<file path="src/rtl/scan_sequencer_if.sv">
`default_nettype none
// +--------------------------------------------------------------------+
// | scan_sequencer_if                                                   |
// | Scan control and 2-to-4 decoder select/enable bundle.               |
// | Rev 1.0 - initial release                                           |
// +--------------------------------------------------------------------+
interface scan_sequencer_if;
  logic       run;
  logic [3:0] mask;
  logic [1:0] a;
  logic       e;
  logic       frame;

  modport master (input run, input mask, output a, output e, output frame);
  modport slave  (output run, output mask, input a, input e, input frame);
endinterface

`default_nettype wire

</file>
<file path="src/rtl/scan_sequencer.sv">
`default_nettype none
// +--------------------------------------------------------------------+
// | scan_sequencer                                                      |
// | Round-robin select/enable generator for a 2-to-4 decoder, with a    |
// | one-cycle blanking guard at the start of every slot.                |
// | Option macro: SCAN_SKIP_EN (masked slots are skipped, not blanked). |
// | Rev 1.0 - initial release                                           |
// +--------------------------------------------------------------------+
module scan_sequencer #(
  parameter int DWELL = 8
) (
  input  logic              clk,
  input  logic              rst,
  scan_sequencer_if.master  bus
);

  localparam int CNT_W = (DWELL > 1) ? $clog2(DWELL) : 1;
  localparam logic [CNT_W-1:0] CNT_LAST = CNT_W'(DWELL - 1);

  // HOLD is the parked guard used only when every slot is masked off in skip mode.
  typedef enum logic [1:0] {
    IDLE  = 2'd0,
    GUARD = 2'd1,
    ON    = 2'd2,
    HOLD  = 2'd3
  } state_t;

  state_t           state;
  logic [CNT_W-1:0] cnt;
  logic             mlat;
  logic [1:0]       a_q;
  logic             e_q;
  logic             frame_q;
  logic [1:0]       next_a;
  logic             next_valid;

  always_comb begin
    next_a     = a_q + 2'd1;
    next_valid = 1'b1;
`ifdef SCAN_SKIP_EN
    next_valid = |bus.mask;
    next_a     = a_q;
    // Descending scan so the nearest set bit after a_q wins; i=4 wraps to a_q itself.
    for (int i = 4; i >= 1; i--) begin
      if (bus.mask[a_q + 2'(i)]) begin
        next_a = a_q + 2'(i);
      end
    end
`endif
  end

  always_ff @(posedge clk) begin
    if (rst) begin
      state   <= IDLE;
      cnt     <= '0;
      mlat    <= 1'b0;
      a_q     <= 2'd0;
      e_q     <= 1'b0;
      frame_q <= 1'b0;
    end else begin
      e_q     <= 1'b0;
      frame_q <= 1'b0;
      case (state)
        IDLE: begin
          if (bus.run) begin
            state <= GUARD;
            cnt   <= '0;
          end
        end
        GUARD: begin
          if (!bus.run) begin
            state <= IDLE;
          end else begin
            mlat  <= bus.mask[a_q];
            e_q   <= bus.mask[a_q];
            cnt   <= CNT_W'(1);
            state <= ON;
          end
        end
        ON: begin
          if (!bus.run) begin
            state <= IDLE;
          end else if (cnt == CNT_LAST) begin
            cnt <= '0;
            if (next_valid) begin
              a_q     <= next_a;
              frame_q <= (next_a <= a_q);
              state   <= GUARD;
            end else begin
              state <= HOLD;
            end
          end else begin
            cnt <= cnt + 1'b1;
            e_q <= mlat;
          end
        end
        HOLD: begin
          if (!bus.run) begin
            state <= IDLE;
          end else if (next_valid) begin
            a_q     <= next_a;
            frame_q <= (next_a <= a_q);
            state   <= GUARD;
          end
        end
        default: state <= IDLE;
      endcase
    end
  end

  assign bus.a     = a_q;
  assign bus.e     = e_q;
  assign bus.frame = frame_q;

endmodule

`default_nettype wire
</file>
<file path="src/flat_wrapper.sv">
// flat-port wrapper written by rule: the top's interface ports become plain ports
module scan_sequencer_flat 
#(
  parameter int DWELL = 8
)
  (clk, rst, bus_run, bus_mask, bus_a, bus_e, bus_frame);
  scan_sequencer_if bus_i ();
  input  logic clk;
  input  logic rst;
  input wire logic [$bits(bus_i.run)-1:0] bus_run;
  input wire logic [$bits(bus_i.mask)-1:0] bus_mask;
  output wire logic [$bits(bus_i.a)-1:0] bus_a;
  output wire logic [$bits(bus_i.e)-1:0] bus_e;
  output wire logic [$bits(bus_i.frame)-1:0] bus_frame;
  assign bus_i.run = bus_run;
  assign bus_i.mask = bus_mask;
  assign bus_a = bus_i.a;
  assign bus_e = bus_i.e;
  assign bus_frame = bus_i.frame;
  scan_sequencer #(.DWELL(DWELL)) u_core (.clk(clk), .rst(rst), .bus(bus_i));
endmodule
</file>
<file path="config.mk">
export PLATFORM = sky130hd
export DESIGN_NAME = scan_sequencer_flat
export DESIGN_NICKNAME = d
export VERILOG_FILES = /design/src/rtl/scan_sequencer_if.sv /design/src/rtl/scan_sequencer.sv /design/src/flat_wrapper.sv
export SDC_FILE = /design/constraint.sdc
export NUM_CORES = 1
export LEC_CHECK = 0
export CAP_MARGIN = 30
export CELL_PAD_IN_SITES_DETAIL_PLACEMENT = 1
export CELL_PAD_IN_SITES_GLOBAL_PLACEMENT = 1
export CORE_MARGIN = 3
export CORE_UTILIZATION = 40
export CTS_BUF_LIST = sky130_fd_sc_hd__clkbuf_8
export CTS_CLUSTER_DIAMETER = 60
export DETAILED_ROUTE_END_ITERATION = 12
export PLACE_DENSITY_LB_ADDON = 0.12
export RECOVER_POWER = 100
export SETUP_SLACK_MARGIN = 0.4
export SYNTH_ARGS = -nofsm -noshare
export SYNTH_HDL_FRONTEND = slang
export SYNTH_SLANG_ARGS = --single-unit
</file>
<file path="constraint.sdc">
create_clock -name clk -period 2.99 [get_ports clk]
set_input_delay 0.4485 -clock clk [delete_from_list [all_inputs] [get_ports clk]]
set_output_delay 0.4485 -clock clk [all_outputs]
set_load 0.05 [all_outputs]
</file>
After elaboration in Yosys (flattened, before gate mapping)
Index checks and enable logic that the tools add are counted.

storage, ports and cells
  register bits after elaboration = 10
  input bits = 7
  output and inout port bits = 4
  word-level logic and storage cells = 52

cells by class
  add/sub/neg operators = 2
  magnitude comparators = 2
  eq/ne operators = 10
  muxes and demuxes = 25
  reduce and logical (&&, ||, !) cells = 7

operators by type and width
  cell                                                  number
  2-to-1 mux 2 bit                                      7
  2-to-1 mux 3 bit                                      4
  one-hot mux 3 bit (3 select lines)                    1
  2-to-1 mux 1 bit                                      8
  != test 2 bit (second input constant)                 4
  one-hot mux 2 bit (4 select lines)                    1
  AND reduction 4 bit                                   2
  equality test 2 bit (second input constant)           2
  one-hot mux 1 bit (2 select lines)                    2
  one-hot mux 2 bit (2 select lines)                    1
  AND reduction 2 bit                                   2
  adder 3 x 1 -> 3 bit (second input constant)          1
  equality test 3 bit (second input constant)           1
  < comparator 2 x 3 -> 1 bit (second input constant)   1
  != test 3 x 2 -> 1 bit (second input constant)        1
  nonzero test 3 bit                                    1
  adder 2 x 1 -> 2 bit (second input constant)          1
  binary-select mux 1 bit (select 2 bit)                1
  equality test 2 x 1 -> 1 bit (second input constant)  1
  less-or-equal comparator 2 bit                        1
  zero test 2 bit                                       1
  != test 2 x 1 -> 1 bit (second input constant)        1
  nonzero test 2 bit                                    1

Longest topological paths before layout
  depth after elaboration = 5
  gate-level depth with buffers = 6
  depth with buffers taken out = 5

Worst setup path after synthesis
No wires, ideal clock.

  kind = register to register
  from = register u_core.a_q[0], in the netlist u_core.bus.a[0]
  to = register u_core.e_q, in the netlist u_core.bus.e
  library setup time = 134 ps
  arrival = 1504 ps
  required time = 2856 ps
  setup slack = 1353 ps
  stages on the path, launching flop included = 4
  path buffers = 0
  clock period less this slack = 1637 ps
  cells stage by stage = dfxtp_1 > mux4_2 > a22oi_1 > nor4bb_1

on the way
  word-level cells in the longest chain between the ends = 4

ends and longest elaborated chain
  item                                    line                   source
  start, declared                         scan_sequencer.sv:31   logic [1:0] a_q;
  start signal, assigned                  scan_sequencer.sv:86   a_q <= next_a;
  start signal, assigned                  scan_sequencer.sv:101  a_q <= next_a;
  binary-select mux 1 bit (select 2 bit)  scan_sequencer.sv:75   e_q <= bus.mask[a_q];
  2-to-1 mux 1 bit (implied by the code)  scan_sequencer.sv:75
  2-to-1 mux 1 bit                        scan_sequencer.sv:71   if (!bus.run) begin
  one-hot mux 1 bit (2 select lines)      scan_sequencer.sv:63   case (state)
  end signal, assigned                    scan_sequencer.sv:75
  end signal, assigned                    scan_sequencer.sv:94   e_q <= mlat;
  end, declared                           scan_sequencer.sv:32   logic e_q;

No other way between the ends. The select of a mux whose other input is x is not followed.
A chain may end at the register's enable or synchronous reset.

Worst setup path after layout
  from = register u_core.a_q[0], in the netlist u_core.bus.a[0]
  to = output bus_a[0]

RTL lines
  item           line                source
  end, declared  flat_wrapper.sv:12  output wire logic [$bits(bus_i.a)-1:0] bus_a;

No word-level cell between the ends.

==> reports/metrics.cfg <==
[timing]
min_period_over_period=0.6665
tightest_slew_ns=0.5027
rsz0062_at_grt=no
slew_headroom=0.6637
hold_viol_final=0
finalMaxSlewViolations=0
fmax_mhz=501.8
setup_ws_ns=0.9972
setup_violations=0
tns_ns=0
skew_ns=0.0008564
finalCriticalPeriod_ns=1.993

[setup_path]
cpMaxStageDelayCell=dlygate4sd3_1
path_buf_inv=1
r2r_slack_ns=1.17
startpoint=u_core.bus.a[0]$_SDFFE_PP0P_
critPathMaxFanout=5
reg2reg_from=u_core.state[0]$_SDFFE_PP0P_
cpPeakStageDelay_ns=0.90
required_ns=2.54
crit_path_end=bus_a[0]
worstSetupPathType=reg2out
r2r_cells=5
cp_num_cells=1
crit_chain=dlygate4sd3_1
r2r_end=u_core.cnt[0]$_SDFFE_PP0P_
cp-start-kind=flip-flop
arrival_ns=1.54
crit_path_end_kind=primary output
crit_family=buffers and inverters

[place]
place.gp.congestion=0.8071
dp_hpwl_um=1174
pre_cts_slack_ns=1.001
io_buffers=10

[pwr]
p_leak_nw=0.3215
swShare=0.2499
pwr_density_cell_nw_per_um2=425.9
p_switching_mw=0.08310
comb_power_share=0.155
ir_drop_v=0.0002080
p_int_mw=0.2495
pwr-share-seq=0.427
pwr-share-clk=0.418

[grt]
gr-usage-met3=0.05929
antenna_found_initial=0
busiest_layer=met2
grtUsageMet1=0.2196
grt_pass1_wl_um=2691
met2_usage=0.2981
grt_max_degree=12
gr-total-overflow=0
grt_pass1_vias=595
grtUsageTotal=0.1867

[yosys]
synth_nets=85
syn_area_um2=629.4
synth_edf_count=0
synth_top_area_share=0.3181
syn_area_per_cell_um2=9.255
synthesis.instances=68
netlist_top_cells_count=10 x dfxtp_1, 10 x ha_1, 9 x a21oi_1
synthFlopType=dfxtp_1
ys_ff_latch=10
synthTopCellsByArea=dfxtp_1 32%, ha_1 20%, a21oi_1 7.2%
synth-seq-area-share=0.3181
yosysTopAreaCell=dfxtp_1
synth_warnings=0
synthArstFlopShare=0
synth.distinct_cells=25

[layout]
nNetsFinal=98
postLayoutCoreUtil=0.5647
antenna_cells=0
fillerInstances=173
final_layout_size_suffix_gt1_frac=0.05063
area_delta_synth_final_pct=24.06

[cts]
cts_tree=built
htreeDepth=1
clk_path_buf_depth=2
postCtsResizedCells=0
cts_sinks=10
root_buffer=clkbuf_8
clock_latency_ns=0.23
clk_pin_slew_ns=0.05
cts_hold_buf=0
cts_made_buffers=3
cts_setup_buffers=0

[drt]
via_per_inst=5.979
drt_iter0_drc=6
route.vias.total=562
drt_wl_total_um=1575
wire_per_inst_um=16.76
first_pass_iters=2
drc=0
ant_nets=0

[floorplan]
ios=11
core_area_um2=1383
start_util=0.4552
die_h_um=45.67
num_rows=13
die-width_um=45.67
dieArea_um2=2085

[job]
cap_violations=0

[min_path]
hp-class=reg2reg

[status]
run_status=finished, final reports clean

-- registers in the layout, summed over array words and instances (netlist names) --
| signal | count |
|---|---|
| u_core.state | 2 |
| u_core.cnt | 3 |
| u_core.bus.a | 2 |
| u_core.bus.frame | 1 |
| u_core.bus.e | 1 |
| u_core.mlat | 1 |
-- per-stage QoR --
step                instance area [um^2]  hold WS (ns)  std cells  total power, mW
detailed placement                 739.5        0.4715         91           0.1958
global route                       780.7        0.4993         94           0.3490
finish                             780.7        0.4725         94           0.3326
global placement                   739.5        0.4664         91           0.1943
floorplan                          629.4        0.4316         68           0.1757
CTS                                780.7        0.4781         94           0.3375
-- metal layers --
metal | wire (um) | share of wire | vias to the layer above
li1 | - | - | 280
met2 | 735 | 0.47 | 6
met5 | 0 | 0 | -
met1 | 757 | 0.48 | 271
met4 | 39 | 0.025 | 0
met3 | 42 | 0.027 | 5
-- worst min-delay path by stage --
stage	from	to	slack, ns	cells after the start
after global routing	u_core.cnt[1]$_SDFFE_PP0P_	u_core.cnt[1]$_SDFFE_PP0P_	0.50	2
after global placement	u_core.cnt[1]$_SDFFE_PP0P_	u_core.cnt[1]$_SDFFE_PP0P_	0.47	2
after detailed placement	u_core.cnt[1]$_SDFFE_PP0P_	u_core.cnt[1]$_SDFFE_PP0P_	0.47	2
final	u_core.mlat$_SDFFE_PP0P_	u_core.mlat$_SDFFE_PP0P_	0.47	2
after floorplan	u_core.mlat$_SDFFE_PP0P_	u_core.mlat$_SDFFE_PP0P_	0.43	2
after CTS	u_core.mlat$_SDFFE_PP0P_	u_core.mlat$_SDFFE_PP0P_	0.48	2
-- power groups by stage --
stage                     Combinational [mW]  Sequential [mW]  Clock (mW)
after floorplan                       0.0298            0.146           0
after global placement                0.0499            0.144           0
after detailed placement              0.0511            0.145           0
after CTS                             0.0520            0.142       0.143
after global routing                  0.0569            0.143       0.149
final                                 0.0515            0.142       0.139
-- cells in the final DEF, fill, tap and decap left out, drive strengths merged --
cell type / instances
and3b: 1
nand3: 4
o31ai: 2
nor2b: 4
dfxtp: 10
or4b: 1
inv: 3
or3: 1
nor4bb: 2
ha: 10
a22oi: 1
nor3b: 1
a211o: 1
a21oi: 9
o21ai: 3
clkdlybuf4s50: 5
or4: 4
nand4: 1
nor4: 1
nand2b: 1
mux4: 1
clkbuf: 3
nand2: 3
dlygate4sd3: 5
nor2: 1
o221ai: 1
-- final cells by class --
type | instances | area [um^2] | area share
well taps | 15 | 18.77 | 0.02404
flip-flops and latches | 10 | 200.2 | 0.2564
repair buffers | 10 | 100.1 | 0.1282
inverters | 3 | 11.26 | 0.01442
clock buffers | 3 | 41.29 | 0.05288
multi-input cells | 53 | 409.1 | 0.5240
-- logic make-up (layout without fill, tap and decap cells) --
group	after synthesis	count (layout)	share of synthesized area
simple gates	25	25	0.2565
flops	10	10	0.3181
buf+inv	5	16	0.03179
mux	1	1	0.03578
fa+ha+maj	10	10	0.1988
compound gates	17	17	0.1590
Note: power is estimated with default switching activity, not from simulation.
